$ cat config.mk
export PLATFORM = sky130hd
export DESIGN_NAME = ram_tp_bitmask_ctrl_flat
export DESIGN_NICKNAME = d
export VERILOG_FILES = /design/src/rtl/ram_tp_bitmask_ctrl_if.sv /design/src/rtl/ram_tp_bitmask_ctrl.sv /design/src/flat_wrapper.sv
export SDC_FILE = /design/constraint.sdc
export NUM_CORES = 1
export LEC_CHECK = 0
export ABC_CLOCK_PERIOD_IN_PS = 3500
export CAP_MARGIN = 20
export CORE_MARGIN = 2
export CORE_UTILIZATION = 40
export CTS_CLUSTER_DIAMETER = 50
export DETAILED_ROUTE_END_ITERATION = 6
export PLACE_DENSITY = 0.82
export SYNTH_ARGS = -nofsm -noshare
export SYNTH_HDL_FRONTEND = slang
export SYNTH_SLANG_ARGS = --single-unit
$ cat constraint.sdc
create_clock -name clock -period 3.5 [get_ports clock]
set_input_delay 0.35 -clock clock [delete_from_list [all_inputs] [get_ports clock]]
set_output_delay 0.35 -clock clock [all_outputs]
set_load 0.005 [all_outputs]
$ cat src/rtl/ram_tp_bitmask_ctrl_if.sv
// Request/response channels and RAM pin bundle for the two-port bitmask RAM controller.
interface ram_tp_bitmask_ctrl_if #(
  parameter int DATA_WIDTH = 32,
  parameter int ADDR_WIDTH = 4
);
  logic                  init_done;
  logic                  wr_valid;
  logic                  wr_ready;
  logic [ADDR_WIDTH-1:0] wr_addr;
  logic [DATA_WIDTH-1:0] wr_data;
  logic [DATA_WIDTH-1:0] wr_mask;
  logic                  rd_req_valid;
  logic                  rd_req_ready;
  logic [ADDR_WIDTH-1:0] rd_req_addr;
  logic                  rd_rsp_valid;
  logic                  rd_rsp_ready;
  logic [DATA_WIDTH-1:0] rd_rsp_data;
  logic                  ram_cen;
  logic                  ram_wen;
  logic [DATA_WIDTH-1:0] ram_bwen;
  logic [ADDR_WIDTH-1:0] ram_waddr;
  logic [DATA_WIDTH-1:0] ram_wdata;
  logic                  ram_ren;
  logic [ADDR_WIDTH-1:0] ram_raddr;
  logic [DATA_WIDTH-1:0] ram_rdata;

  modport master (
    output init_done, wr_ready, rd_req_ready, rd_rsp_valid, rd_rsp_data,
           ram_cen, ram_wen, ram_bwen, ram_waddr, ram_wdata, ram_ren, ram_raddr,
    input  wr_valid, wr_addr, wr_data, wr_mask, rd_req_valid, rd_req_addr,
           rd_rsp_ready, ram_rdata
  );

  modport slave (
    input  init_done, wr_ready, rd_req_ready, rd_rsp_valid, rd_rsp_data,
           ram_cen, ram_wen, ram_bwen, ram_waddr, ram_wdata, ram_ren, ram_raddr,
    output wr_valid, wr_addr, wr_data, wr_mask, rd_req_valid, rd_req_addr,
           rd_rsp_ready, ram_rdata
  );
endinterface

$ cat src/rtl/ram_tp_bitmask_ctrl.sv
// Controller for a two-port bitmask RAM: post-reset clear sweep, unbuffered writes,
// and reads with a 2-entry response buffer absorbing the 1-cycle RAM read latency.
module ram_tp_bitmask_ctrl #(
  parameter int                   DATA_WIDTH = 32,
  parameter int                   DEPTH      = 16,
  parameter bit                   INIT_EN    = 1'b1,
  parameter logic [DATA_WIDTH-1:0] INIT_VALUE = '0
) (
  input  logic               clock,
  input  logic               reset_n,
  ram_tp_bitmask_ctrl_if.master bus
);
  localparam int ADDR_WIDTH = $clog2(DEPTH);

  typedef enum logic [1:0] {IDLE, INIT, RUN} state_t;

  state_t                state;
  logic [ADDR_WIDTH-1:0] init_cnt;
  logic [ADDR_WIDTH-1:0] init_addr;
  logic                  init_last;
  logic                  init_wen;
  logic                  init_done_q;

  logic                  inflight;
  logic [1:0]            buf_cnt;
  logic                  buf_head;
  logic [DATA_WIDTH-1:0] buf_mem [2];

  logic                  run;
  logic [1:0]            occupancy;
  logic                  rd_fire;
  logic                  wr_fire;
  logic                  rsp_valid;
  logic                  buf_pop;
  logic                  buf_push;

  // The sweep write is issued from registers, so the last entry commits on the
  // same edge that moves the FSM into RUN.
  always_ff @(posedge clock or negedge reset_n) begin
    if (!reset_n) begin
      state       <= IDLE;
      init_cnt    <= '0;
      init_last   <= 1'b0;
      init_wen    <= 1'b0;
      init_done_q <= 1'b0;
    end else begin
      case (state)
        IDLE: begin
          if (INIT_EN) begin
            state <= INIT;
          end else begin
            state       <= RUN;
            init_done_q <= 1'b1;
          end
        end
        INIT: begin
          if (!init_last) begin
            init_wen  <= 1'b1;
            init_cnt  <= init_cnt + 1'b1;
            init_last <= (init_cnt == ADDR_WIDTH'(DEPTH - 1));
          end else begin
            init_wen    <= 1'b0;
            state       <= RUN;
            init_done_q <= 1'b1;
          end
        end
        RUN:     state <= RUN;
        default: state <= IDLE;
      endcase
    end
  end

  always_ff @(posedge clock) begin
    if (state == INIT && !init_last) init_addr <= init_cnt;
  end

  assign run       = (state == RUN);
  assign occupancy = buf_cnt + {1'b0, inflight};
  assign wr_fire   = run && bus.wr_valid;
  assign rd_fire   = bus.rd_req_valid && bus.rd_req_ready;

  assign bus.init_done    = init_done_q;
  assign bus.wr_ready     = run;
  assign bus.rd_req_ready = run && (occupancy < 2'd2);

  assign bus.ram_wen   = init_wen || wr_fire;
  assign bus.ram_waddr = init_wen ? init_addr  : (wr_fire ? bus.wr_addr : '0);
  assign bus.ram_wdata = init_wen ? INIT_VALUE : (wr_fire ? bus.wr_data : '0);
  assign bus.ram_bwen  = init_wen ? '1         : (wr_fire ? bus.wr_mask : '0);
  assign bus.ram_ren   = rd_fire;
  assign bus.ram_raddr = rd_fire ? bus.rd_req_addr : '0;
  assign bus.ram_cen   = bus.ram_wen || bus.ram_ren;

  // Response stage: buffer head first, else bypass the in-flight RAM word.
  assign rsp_valid        = (buf_cnt != 2'd0) || inflight;
  assign bus.rd_rsp_valid = rsp_valid;
  assign bus.rd_rsp_data  = (buf_cnt != 2'd0) ? buf_mem[buf_head] :
                            (inflight ? bus.ram_rdata : '0);
  assign buf_pop  = rsp_valid && bus.rd_rsp_ready && (buf_cnt != 2'd0);
  assign buf_push = inflight && ((buf_cnt != 2'd0) || !bus.rd_rsp_ready);

  always_ff @(posedge clock or negedge reset_n) begin
    if (!reset_n) begin
      inflight <= 1'b0;
      buf_cnt  <= 2'd0;
      buf_head <= 1'b0;
    end else begin
      inflight <= rd_fire;
      buf_cnt  <= buf_cnt + {1'b0, buf_push} - {1'b0, buf_pop};
      buf_head <= buf_head ^ buf_pop;
    end
  end

  always_ff @(posedge clock) begin
    if (buf_push) buf_mem[buf_head ^ buf_cnt[0]] <= bus.ram_rdata;
  end
endmodule

$ cat src/flat_wrapper.sv
// flat-port wrapper written by rule: the top's interface ports become plain ports
module ram_tp_bitmask_ctrl_flat 
#(
  parameter int                   DATA_WIDTH = 32,
  parameter int                   DEPTH      = 16,
  parameter bit                   INIT_EN    = 1'b1,
  parameter logic [DATA_WIDTH-1:0] INIT_VALUE = '0
)
  (clock, reset_n, bus_init_done, bus_wr_ready, bus_rd_req_ready, bus_rd_rsp_valid, bus_rd_rsp_data, bus_ram_cen, bus_ram_wen, bus_ram_bwen, bus_ram_waddr, bus_ram_wdata, bus_ram_ren, bus_ram_raddr, bus_wr_valid, bus_wr_addr, bus_wr_data, bus_wr_mask, bus_rd_req_valid, bus_rd_req_addr, bus_rd_rsp_ready, bus_ram_rdata);
  ram_tp_bitmask_ctrl_if #(.DATA_WIDTH(DATA_WIDTH), .ADDR_WIDTH((4))) bus_i ();
  input  logic clock;
  input  logic reset_n;
  output wire logic [$bits(bus_i.init_done)-1:0] bus_init_done;
  output wire logic [$bits(bus_i.wr_ready)-1:0] bus_wr_ready;
  output wire logic [$bits(bus_i.rd_req_ready)-1:0] bus_rd_req_ready;
  output wire logic [$bits(bus_i.rd_rsp_valid)-1:0] bus_rd_rsp_valid;
  output wire logic [$bits(bus_i.rd_rsp_data)-1:0] bus_rd_rsp_data;
  output wire logic [$bits(bus_i.ram_cen)-1:0] bus_ram_cen;
  output wire logic [$bits(bus_i.ram_wen)-1:0] bus_ram_wen;
  output wire logic [$bits(bus_i.ram_bwen)-1:0] bus_ram_bwen;
  output wire logic [$bits(bus_i.ram_waddr)-1:0] bus_ram_waddr;
  output wire logic [$bits(bus_i.ram_wdata)-1:0] bus_ram_wdata;
  output wire logic [$bits(bus_i.ram_ren)-1:0] bus_ram_ren;
  output wire logic [$bits(bus_i.ram_raddr)-1:0] bus_ram_raddr;
  input wire logic [$bits(bus_i.wr_valid)-1:0] bus_wr_valid;
  input wire logic [$bits(bus_i.wr_addr)-1:0] bus_wr_addr;
  input wire logic [$bits(bus_i.wr_data)-1:0] bus_wr_data;
  input wire logic [$bits(bus_i.wr_mask)-1:0] bus_wr_mask;
  input wire logic [$bits(bus_i.rd_req_valid)-1:0] bus_rd_req_valid;
  input wire logic [$bits(bus_i.rd_req_addr)-1:0] bus_rd_req_addr;
  input wire logic [$bits(bus_i.rd_rsp_ready)-1:0] bus_rd_rsp_ready;
  input wire logic [$bits(bus_i.ram_rdata)-1:0] bus_ram_rdata;
  assign bus_init_done = bus_i.init_done;
  assign bus_wr_ready = bus_i.wr_ready;
  assign bus_rd_req_ready = bus_i.rd_req_ready;
  assign bus_rd_rsp_valid = bus_i.rd_rsp_valid;
  assign bus_rd_rsp_data = bus_i.rd_rsp_data;
  assign bus_ram_cen = bus_i.ram_cen;
  assign bus_ram_wen = bus_i.ram_wen;
  assign bus_ram_bwen = bus_i.ram_bwen;
  assign bus_ram_waddr = bus_i.ram_waddr;
  assign bus_ram_wdata = bus_i.ram_wdata;
  assign bus_ram_ren = bus_i.ram_ren;
  assign bus_ram_raddr = bus_i.ram_raddr;
  assign bus_i.wr_valid = bus_wr_valid;
  assign bus_i.wr_addr = bus_wr_addr;
  assign bus_i.wr_data = bus_wr_data;
  assign bus_i.wr_mask = bus_wr_mask;
  assign bus_i.rd_req_valid = bus_rd_req_valid;
  assign bus_i.rd_req_addr = bus_rd_req_addr;
  assign bus_i.rd_rsp_ready = bus_rd_rsp_ready;
  assign bus_i.ram_rdata = bus_ram_rdata;
  ram_tp_bitmask_ctrl #(.DATA_WIDTH(DATA_WIDTH), .DEPTH(DEPTH), .INIT_EN(INIT_EN), .INIT_VALUE(INIT_VALUE)) u_core (.clock(clock), .reset_n(reset_n), .bus(bus_i));
endmodule
==> impl_metrics.toml <==
[status]
status = "complete, no violations"

[power_and_ir_drop]
design_power_total_mw = 3.97
ir_worst_vdd_v = 0.000389
cellLeakagePower_nw = 2.53
power.density_cell_area_nw_per_um2 = 584

[layout]
design_area_um2 = 6800
final_util_pct = 65.3
num-nets-final = 688
synthToLayoutAreaGrowth_pct = 57.3
drive_gt1_share_pct = 15.4
post_layout_nonfiller_instances = 715

[logic_synthesis]
post_synth_num_cell_types = 39
dominant_combinational_cell_family_by_area_after_synthesis = "simple AND/OR/NAND/NOR gates"
post_synth_instance_area_um2 = 4320
synth_largest_area_cell = "edfxtp_1"
ys_seq_elements = 81
synth-simple-area-share_pct = 20.5
count_of_mapped_cells_out_of_synthesis = 360
synth.avg_cell_area_um2 = 12.0
post_synth_mux_area_share_pct = 7.41
postSynth.topFlopCell = "edfxtp_1"
synth_sequential_area_ratio_pct = 54.8
async_flop_share_pct = 16.0
synth_top_area_share_pct = 47.2
synth_xor_xnor_area_share_pct = 1.22
synth_fa_ha_area_share_pct = 1.74
yosys.cell_count.top_type = "edfxtp_1"
yosys_warnings = 0
synthesis.nets = 475
synth.top_cells.by_count = "edfxtp_1, nor2_1, and2_1, mux2i_1"
synth_edf_count = 68
yosys-top-cells-area = "edfxtp_1, dfrtp_1, mux2i_1"
synth_compound_gate_area_share_pct = 8.97

[global_routing]
grt.met2_usage_pct = 37.0
use_met3_pct = 4.82
grt_max_degree = 39
first_global_vias = 3542
antenna_found_initial = 1
track_usage_pct = 20.5
top_usage_layer = "met2"
globalRoute.totalOverflow = 0
grt.met1_usage_pct = 23.2
grt_first_pass_wirelength_um = 18100

[placed_design]
pre_cts_setup_slack_ns = 0.689
placer_s_final_routability_congestion_estimate = 0.846
dpl.cell_count = 697
detailed_place_hpwl_um = 9350
detailed_place.area_um2 = 6580
portBuffers = 219

[floorplan]
die_height_um = 108
fp.coreArea_um2 = 10400
die_x_um = 108
pin_count = 220
start_util_pct = 41.5
die-area_um2 = 11700
rows = 37

[critical_path]
worst-path-max-fanout = 36
setup.worst_path.class = "flop to output pin"
worstPathRequired_ns = 3.15
cp-start-kind = "flop"
arrival_ns = 2.53
worstSetupEndpointType = "output pin"

[cts]
buffer_cell_driving_the_clock_tree_root = "clkbuf_8"
cts.path.max_buffers = 2
clk-insertion-delay-late_ns = 0.35
cts.hold.buffers_added = 0
post_cts.resized_instances = 0
post_cts.repair.setup_buffers = 0
tritoncts = "built"
cts.clk_slew.worst_paths_ns = 0.09
cts_buffers = 9
cts_htree_levels = 3
cts_sinks = 81

[sta]
post-route-worst-setup-slack_ns = 0.616
maxSlewHeadroom_pct = 42.9
grt_setup_unrepaired = "no"
setup_viols_final = 0
timing.setup.tns_ns = 0
final_hold_viol_count = 0
tightest_slew_ns = 0.857
clock.fmax_ghz = 0.347
timing.final.max_slew_violations = 0
final_period_minus_worst_setup_slack_ns = 2.88
post-route-period-util_pct = 82.4
worst_clock_skew_ns = 0.00850
finalHoldWorstSlack_ns = 0.367

[drt]
detailroute.via_count = 3518
wl_per_cell_um = 17.3
drt_iter0_drc = 197
drt_drc_violations_left = 0
drt.antenna.violating_nets = 0
routed_wirelength_um = 12300
vias_per_cell = 4.92
firstDrtPassIters = 4

[run]
max-cap-violations = 0

[min_path]
worst_hold_path_type = "input pin to asynchronous set/reset pin"
-- routing by layer --
layer	vias to the layer above	wire length, um	share of wire [%]
met5	-	0	0
met4	0	314	2.5
met3	21	888	7.2
met2	153	6320	51
met1	1653	4810	39
li1	1691	-	-
-- flip-flops by register name, summed over array words and instances, names as in the netlist, 2 cells and up --
| name | count |
|---|---|
| u_core.buf_cnt | 2 |
| u_core.buf_mem | 64 |
| u_core.init_addr | 4 |
| u_core.init_cnt | 4 |
| u_core.state | 2 |
-- path summary, 6_finish.rpt --
kind / start / endpoint / slack, ns / cells after the start
setup / recovery: u_core.state[0] / bus_ram_wdata[10] / 0.62 / 6
hold / removal: reset_n / u_core.buf_cnt[1] / 0.37 / 1
setup reg to reg: u_core.buf_head / u_core.buf_mem[0][10] / 1.33 / 3
hold reg to reg: u_core.bus.init_done / u_core.bus.init_done / 0.51 / 1
max in group asynchronous: reset_n / u_core.inflight / 2.72 / 1
min in group clock: u_core.bus.init_done / u_core.bus.init_done / 0.51 / 1
-- cells in the final DEF (no fill, tap or decap), types with 2 or more instances in the layout --
cell type and count:
dfrtp_2 2, inv_1 5, nor2_1 67, xnor2_1 4
a21o_1 2, nand3_2 27, nand3_1 6, a21oi_2 2
and2_1 36, edfxtp_1 68, clkbuf_8 9, dfrtp_1 11
o21ai_0 5, mux2i_1 32, o21ai_1 2, nand2b_1 2
buf_12 2, clkdlybuf4s50_1 219, a22o_1 4, or3_1 2
inv_6 3, nor2_4 2, o21ai_2 27, ha_1 6
xor2_1 2, buf_4 6, nand2_1 9
-- area by class of cell --
type | instances | area, um^2
clock inverters | 7 | 77.6
diodes | 1 | 2.50
fillers | 818 | 3620
clock buffers | 9 | 124
well taps | 136 | 170
multi-input cells | 247 | 1740
inverters | 6 | 22.5
flip-flops and latches | 81 | 2370
repair buffers | 228 | 2290
-- cells by family (layout without fill, tap and decap cells) --
kind of cell,after synthesis,count (layout)
AOI/OAI and AO/OA,48,48
xor gates and xnor gates,6,6
adders and majority gates,6,6
buffers and inverters,32,250
DFF,81,81
muxes,32,32
other,0,1
and+or+nand+nor,155,155
-- worst max-delay path, cell delays in order, from the launching register on --
cell and delay (ns):
dfrtp_1 0.39, inv_1 0.10, ha_1 0.30, nand2_1 0.15, nor2_4 0.46, and2_1 0.21, clkdlybuf4s50_1 0.57
-- power by group --
part / internal, mW / total [mW] / switching (mW)
sequential: 1.26 / 1.44 / 0.181
combinational: 1.04 / 1.84 / 0.801
clock: 0.337 / 0.698 / 0.360
total: 2.63 / 3.97 / 1.34
(Power assumes the default switching activity.)
